**config.mk**
```make
export PLATFORM = sky130hd
export DESIGN_NAME = fp_issue_scoreboard_flat
export DESIGN_NICKNAME = d
export VERILOG_FILES = /design/src/rtl/fp_issue_scoreboard_if.sv /design/src/rtl/fp_issue_scoreboard.sv /design/src/flat_wrapper.sv
export SDC_FILE = /design/constraint.sdc
export NUM_CORES = 1
export LEC_CHECK = 0
export CORE_AREA = 2 2 127 67
export CTS_CLUSTER_DIAMETER = 120
export CTS_CLUSTER_SIZE = 8
export DETAILED_ROUTE_END_ITERATION = 10
export DIE_AREA = 0 0 129 69
export PLACE_DENSITY = 0.8
export SYNTH_ARGS = -nofsm -noshare
export SYNTH_HDL_FRONTEND = slang
export SYNTH_SLANG_ARGS = --single-unit
```
**constraint.sdc**
```tcl
create_clock -name clk_i -period 3.45 [get_ports clk_i]
set_input_delay 0.69 -clock clk_i [delete_from_list [all_inputs] [get_ports clk_i]]
set_output_delay 0.69 -clock clk_i [all_outputs]
set_load 0.02 [all_outputs]
```
**src/rtl/fp_issue_scoreboard_if.sv**
```systemverilog
// Decode / issue / writeback bundle around the FP issue scoreboard.
// slave = scoreboard side, master = decoder/FPU side.
interface fp_issue_scoreboard_if;
  logic        dec_valid_i;
  logic        dec_ready_o;
  logic [4:0]  dec_rs1_i;
  logic [4:0]  dec_rs2_i;
  logic [4:0]  dec_rs3_i;
  logic [4:0]  dec_rd_i;
  logic        dec_uses_frs1_i;
  logic        dec_uses_frs2_i;
  logic        dec_uses_frs3_i;
  logic        dec_writes_frd_i;
  logic        dec_illegal_i;
  logic        iss_valid_o;
  logic        iss_ready_i;
  logic [4:0]  iss_rd_o;
  logic        iss_writes_frd_o;
  logic        wb_valid_i;
  logic [4:0]  wb_rd_i;
  logic        illegal_o;
  logic [31:0] busy_o;
  logic [3:0]  outstanding_o;

  modport slave (
    input  dec_valid_i, dec_rs1_i, dec_rs2_i, dec_rs3_i, dec_rd_i,
           dec_uses_frs1_i, dec_uses_frs2_i, dec_uses_frs3_i,
           dec_writes_frd_i, dec_illegal_i, iss_ready_i, wb_valid_i, wb_rd_i,
    output dec_ready_o, iss_valid_o, iss_rd_o, iss_writes_frd_o,
           illegal_o, busy_o, outstanding_o
  );

  modport master (
    output dec_valid_i, dec_rs1_i, dec_rs2_i, dec_rs3_i, dec_rd_i,
           dec_uses_frs1_i, dec_uses_frs2_i, dec_uses_frs3_i,
           dec_writes_frd_i, dec_illegal_i, iss_ready_i, wb_valid_i, wb_rd_i,
    input  dec_ready_o, iss_valid_o, iss_rd_o, iss_writes_frd_o,
           illegal_o, busy_o, outstanding_o
  );
endinterface

```
**src/rtl/fp_issue_scoreboard.sv**
```systemverilog
// FP issue scoreboard: one-entry holding register, RAW/WAW/capacity hazards on f0..f31.
// Define FP_SCB_WB_BYPASS_EN to let a same-cycle writeback release a dependant.
module fp_issue_scoreboard #(
  parameter int unsigned MAX_OUTSTANDING = 4
) (
  input  logic                  clk_i,
  input  logic                  rst_i,
  fp_issue_scoreboard_if.slave  io
);

  typedef enum logic {EMPTY, HELD} state_e;

  state_e      state_q, state_d;
  logic [31:0] busy_q, busy_d;
  logic [3:0]  cnt_q, cnt_d;
  logic        illegal_q, illegal_d;
  logic [4:0]  rs1_q, rs2_q, rs3_q, rd_q;
  logic        u1_q, u2_q, u3_q, wr_q;

  logic [31:0] wb_clr, iss_set, busy_eff;
  logic        wb_hit, hazard, iss_valid, dec_ready, fire, accept, capture;

  always_comb begin
    wb_hit = io.wb_valid_i & busy_q[io.wb_rd_i];
    wb_clr = '0;
    if (wb_hit) wb_clr[io.wb_rd_i] = 1'b1;
`ifdef FP_SCB_WB_BYPASS_EN
    busy_eff = busy_q & ~wb_clr;
`else
    busy_eff = busy_q;
`endif
    hazard = (u1_q & busy_eff[rs1_q]) | (u2_q & busy_eff[rs2_q]) |
             (u3_q & busy_eff[rs3_q]) |
             (wr_q & (busy_eff[rd_q] | (cnt_q == 4'(MAX_OUTSTANDING))));
    iss_valid = (state_q == HELD) & ~hazard;
    fire      = iss_valid & io.iss_ready_i;
    dec_ready = (state_q == EMPTY) | fire;
    accept    = io.dec_valid_i & dec_ready;
    capture   = accept & ~io.dec_illegal_i;
    illegal_d = accept & io.dec_illegal_i;

    state_d = state_q;
    if (capture)   state_d = HELD;
    else if (fire) state_d = EMPTY;

    // Set is applied after the clear so an issue to the register being written back wins.
    iss_set = '0;
    if (fire & wr_q) iss_set[rd_q] = 1'b1;
    busy_d = (busy_q & ~wb_clr) | iss_set;
    cnt_d  = cnt_q + {3'b000, fire & wr_q} - {3'b000, wb_hit};
  end

  always_ff @(posedge clk_i or posedge rst_i) begin
    if (rst_i) begin
      state_q   <= EMPTY;
      busy_q    <= '0;
      cnt_q     <= '0;
      illegal_q <= 1'b0;
      rs1_q     <= '0;
      rs2_q     <= '0;
      rs3_q     <= '0;
      rd_q      <= '0;
      u1_q      <= 1'b0;
      u2_q      <= 1'b0;
      u3_q      <= 1'b0;
      wr_q      <= 1'b0;
    end else begin
      state_q   <= state_d;
      busy_q    <= busy_d;
      cnt_q     <= cnt_d;
      illegal_q <= illegal_d;
      if (capture) begin
        rs1_q <= io.dec_rs1_i;
        rs2_q <= io.dec_rs2_i;
        rs3_q <= io.dec_rs3_i;
        rd_q  <= io.dec_rd_i;
        u1_q  <= io.dec_uses_frs1_i;
        u2_q  <= io.dec_uses_frs2_i;
        u3_q  <= io.dec_uses_frs3_i;
        wr_q  <= io.dec_writes_frd_i;
      end
    end
  end

  assign io.dec_ready_o      = dec_ready;
  assign io.iss_valid_o      = iss_valid;
  assign io.iss_rd_o         = rd_q;
  assign io.iss_writes_frd_o = wr_q;
  assign io.illegal_o        = illegal_q;
  assign io.busy_o           = busy_q;
  assign io.outstanding_o    = cnt_q;

endmodule
```
**src/flat_wrapper.sv**
```systemverilog
// flat-port wrapper written by rule: the top's interface ports become plain ports
module fp_issue_scoreboard_flat 
#(
  parameter int unsigned MAX_OUTSTANDING = 4
)
  (clk_i, rst_i, io_dec_valid_i, io_dec_rs1_i, io_dec_rs2_i, io_dec_rs3_i, io_dec_rd_i, io_dec_uses_frs1_i, io_dec_uses_frs2_i, io_dec_uses_frs3_i, io_dec_writes_frd_i, io_dec_illegal_i, io_iss_ready_i, io_wb_valid_i, io_wb_rd_i, io_dec_ready_o, io_iss_valid_o, io_iss_rd_o, io_iss_writes_frd_o, io_illegal_o, io_busy_o, io_outstanding_o);
  fp_issue_scoreboard_if io_i ();
  input  logic clk_i;
  input  logic rst_i;
  input wire logic [$bits(io_i.dec_valid_i)-1:0] io_dec_valid_i;
  input wire logic [$bits(io_i.dec_rs1_i)-1:0] io_dec_rs1_i;
  input wire logic [$bits(io_i.dec_rs2_i)-1:0] io_dec_rs2_i;
  input wire logic [$bits(io_i.dec_rs3_i)-1:0] io_dec_rs3_i;
  input wire logic [$bits(io_i.dec_rd_i)-1:0] io_dec_rd_i;
  input wire logic [$bits(io_i.dec_uses_frs1_i)-1:0] io_dec_uses_frs1_i;
  input wire logic [$bits(io_i.dec_uses_frs2_i)-1:0] io_dec_uses_frs2_i;
  input wire logic [$bits(io_i.dec_uses_frs3_i)-1:0] io_dec_uses_frs3_i;
  input wire logic [$bits(io_i.dec_writes_frd_i)-1:0] io_dec_writes_frd_i;
  input wire logic [$bits(io_i.dec_illegal_i)-1:0] io_dec_illegal_i;
  input wire logic [$bits(io_i.iss_ready_i)-1:0] io_iss_ready_i;
  input wire logic [$bits(io_i.wb_valid_i)-1:0] io_wb_valid_i;
  input wire logic [$bits(io_i.wb_rd_i)-1:0] io_wb_rd_i;
  output wire logic [$bits(io_i.dec_ready_o)-1:0] io_dec_ready_o;
  output wire logic [$bits(io_i.iss_valid_o)-1:0] io_iss_valid_o;
  output wire logic [$bits(io_i.iss_rd_o)-1:0] io_iss_rd_o;
  output wire logic [$bits(io_i.iss_writes_frd_o)-1:0] io_iss_writes_frd_o;
  output wire logic [$bits(io_i.illegal_o)-1:0] io_illegal_o;
  output wire logic [$bits(io_i.busy_o)-1:0] io_busy_o;
  output wire logic [$bits(io_i.outstanding_o)-1:0] io_outstanding_o;
  assign io_i.dec_valid_i = io_dec_valid_i;
  assign io_i.dec_rs1_i = io_dec_rs1_i;
  assign io_i.dec_rs2_i = io_dec_rs2_i;
  assign io_i.dec_rs3_i = io_dec_rs3_i;
  assign io_i.dec_rd_i = io_dec_rd_i;
  assign io_i.dec_uses_frs1_i = io_dec_uses_frs1_i;
  assign io_i.dec_uses_frs2_i = io_dec_uses_frs2_i;
  assign io_i.dec_uses_frs3_i = io_dec_uses_frs3_i;
  assign io_i.dec_writes_frd_i = io_dec_writes_frd_i;
  assign io_i.dec_illegal_i = io_dec_illegal_i;
  assign io_i.iss_ready_i = io_iss_ready_i;
  assign io_i.wb_valid_i = io_wb_valid_i;
  assign io_i.wb_rd_i = io_wb_rd_i;
  assign io_dec_ready_o = io_i.dec_ready_o;
  assign io_iss_valid_o = io_i.iss_valid_o;
  assign io_iss_rd_o = io_i.iss_rd_o;
  assign io_iss_writes_frd_o = io_i.iss_writes_frd_o;
  assign io_illegal_o = io_i.illegal_o;
  assign io_busy_o = io_i.busy_o;
  assign io_outstanding_o = io_i.outstanding_o;
  fp_issue_scoreboard #(.MAX_OUTSTANDING(MAX_OUTSTANDING)) u_core (.clk_i(clk_i), .rst_i(rst_i), .io(io_i));
endmodule
```
==> run metrics <==
status=finished, final reports clean; WL met1=5.80 mm; # IOs=80; largest cells by area after synthesis=dfrtp_1, mux4_2, o21ai_0, mux2_4, mux2i_1; Cell Pwr Density=about 1000 mW/mm²; CTS tree=built; Synth Net Count=around 390; Core Area=just under 0.008 mm²; xor and xnor area share after synthesis=0.00431; hold_sp=u_core.rs2_q[3]; Crit Path Class=reg2out; DRC errors left=0; Final Wtd Congestion=about 1; Vias/cell=6.48; Hold Crit Class=reg2reg; placed cells=between 500 and 600; EDFF count, synth=0; CTS buffer count=9; # fillers=549; Die Wd=129 µm; Max-slew headroom=0.642; CP max FO=3; Max Slew Vio Count=0; Port Buffer Count=79; power consumption=5.78 mW; register area share after synthesis=0.381; Nets=slightly above 500; Compound-Gate Fraction of Synth Area=0.133; routed len/inst=24.3 µm; met3 routed WL=2.50 mm; # H-tree levels=3; leakage=2.36 nW; layout cell share with drive strength beyond 1=0.280; unrepaired setup endpoints after global routing=true; Initial Util=0.522; placed wire-length estimate=approximately 10 mm; Sequential Area=0.00155 mm²; WP buf/inv=1; first-pass GRT wire length=21.8 mm; Post-Route WL=14.1 mm; Avg Cell Area, Syn=11.7 µm²; crit path time final=3.40 ns; post-synthesis async set-or-reset flop share=1.00; GRT Resource Usage Total=0.337; largest net degree at the start of global routing=63; Synth Flop Type=dfrtp_1; worst ir drop on vdd=0.000646 V; vias in the first global route=~3800; initial antenna violation count=0; highest routed layer=met4; post-synthesis cell count=347; adder-cell area share of the yosys netlist=0.0203; Slowest Stage Delay on Critical Path=0.50 ns; Setup WS post-layout=0.0499 ns; Tcrit/Tclk final=0.986; worst setup path startpoint=u_core.io.iss_rd_o[0]; worst-skew pair later-pin latency=0.34 ns; count of cell types in the netlist=52; main combinational cell family by area after synthesis=multiplexers; setup TNS=0 ns; Final Hold Viols=0; Area Growth Syn to Fin=38.5%; Yosys top cell area share=0.381; initial DRC count=649; clk slew on worst S/H paths=0.06 ns; final setup violating endpoints=0; max cap viols=0; clock tree sinks=62; # rows=23; die area=0.00890 mm²; Post-Syn Area=0.00407 mm²; skew final=between 0.006 and 0.007 ns; post-synthesis mux area share=0.323; largest area contributor in the netlist=dfrtp_1; reg-to-reg startpoint=u_core.io.iss_rd_o[0]; Worst-Margin Slew=0.537 ns; critical path's slowest cell=mux4_2; pre-CTS WS=-0.244 ns; Ant. Diodes=0; Met2 Wirelength=5.60 mm; drt first pass iters=5; non-filler instance count after layout=580; final core occ=0.723; Post-CTS Setup Repair Bufs=0; antenna-violating nets left=0; crit-path cells=mux4_2 -> nor4bb_1 -> a221o_1 -> o41ai_2 -> and4b_2 -> and2_4 -> buf_6; area of the multi-input gates=roughly 0.0024 mm²; Critical Path Source Type=flip-flop; Simple-Gate Fraction of Synth Area=0.0987; Warnings, synthesis=0; Top delay family on crit path=compound AO/OA/AOI/OAI gates; Bufs on Longest Clock Path=2; CTS root buffer=clkbuf_16; fmax=294 MHz; Worst Path Required=2.76 ns; Yosys reg bits=62; die height=69 µm; via count=3757; Remaining Overflow, GRT=0; Worst EP arrival=2.71 ns; Worst setup EP type=output port
through the flow:
stage | instance area (µm²) | hold slack [ns]
detailed placement | 5290 | 0.507
CTS | 5610 | 0.519
global route | 5640 | 0.536
floorplan | 4070 | 0.478
global placement | 5290 | 0.493
finish | 5640 | 0.523
kinds of logic after synthesis:
kind of cell	after synthesis
xor+xnor	2
flops	62
buf+inv	35
simple gates	73
fa+ha+maj	6
compound gates	90
mux	79
final timing paths:
check,to,slack [ns],depth (start not counted)
max,io_iss_valid_o,0.05,7
min,u_core.rs2_q[3],0.52,1
max reg2reg,u_core.io.busy_o[22],0.24,8
min reg2reg,u_core.rs2_q[3],0.52,1
max in group asynchronous,u_core.io.iss_rd_o[1],2.40,3
min in group asynchronous,u_core.io.busy_o[14],0.74,3
cell type report:
class	instances	area share
multi-input combinational	250	0.422
tap	112	0.0249
clock buffer	11	0.0413
inverter	15	0.00999
sequential	62	0.276
clock inverter	5	0.0149
timing repair buffer	125	0.212
state kept, by name (all words and copies together) (netlist names):
register / cells
u_core.io.busy_o: 32
u_core.io.iss_rd_o: 5
u_core.rs1_q: 5
u_core.rs2_q: 5
u_core.rs3_q: 5
u_core.io.outstanding_o: 4
u_core.io.illegal_o: 1
u_core.io.iss_writes_frd_o: 1
u_core.state_q: 1
u_core.u1_q: 1
u_core.u2_q: 1
u_core.u3_q: 1
where the power goes:
group | leakage [nW] | switching, mW | internal (mW)
Clock | 0.146 | 0.339 | 0.633
Combinational | 1.43 | 1.52 | 1.69
Sequential | 0.784 | 0.547 | 1.05
Total | 2.36 | 2.41 | 3.37
layout by cell type (no fill, tap or decap), types with 2 or more instances in the layout:
| cell type | n |
|---|---|
| inv_1 | 14 |
| and3_1 | 2 |
| a31oi_1 | 2 |
| clkdlybuf4s50_1 | 77 |
| a32oi_1 | 3 |
| mux2_1 | 4 |
| o21ai_0 | 57 |
| mux2_2 | 10 |
| clkinvlp_4 | 2 |
| nor2b_1 | 7 |
| mux2_4 | 16 |
| a2bb2oi_1 | 2 |
| buf_4 | 41 |
| nor3_1 | 3 |
| clkbuf_1 | 2 |
| nor3b_1 | 3 |
| mux2i_1 | 15 |
| mux4_2 | 34 |
| nand3_1 | 11 |
| ha_1 | 5 |
| a21oi_1 | 2 |
| nor2_1 | 10 |
| nand2b_1 | 4 |
| and2_1 | 3 |
| buf_12 | 4 |
| o22ai_1 | 3 |
| bufinv_16 | 2 |
| nand3b_1 | 7 |
| o21ai_1 | 8 |
| dfrtp_1 | 61 |
| clkbuf_16 | 9 |
| nand2_1 | 16 |
| buf_6 | 3 |
layer usage:
metal / vias to the layer above / track usage
met4: 0 / 0.0604
li1: 1565 / -
met2: 335 / 0.439
met3: 31 / 0.194
met1: 1826 / 0.489
met5: - / 0
synthesized netlist by cell type (3+ instances only):
cell type and n:
buf_2 8, o21ai_1 8, a32oi_1 4, clkbuf_1 7
nor3_1 3, nor2b_1 7, dfrtp_1 62, ha_1 5
mux2_2 10, mux4_2 34, nand3b_1 7, mux2_4 16
and2_1 4, nor3b_1 3, inv_1 15, mux2i_1 15
nand2b_1 4, mux2_1 4, nand3_1 11, nand2_1 16
o21ai_0 57, o22ai_1 3, nor2_1 10
repair_timing:
action,in CTS,in global routing
gates resized for setup,11,9
hold buffers,0,0
endpoints found under the setup margin,2,2
pin swaps,2,3
(Power assumes the default switching activity.)
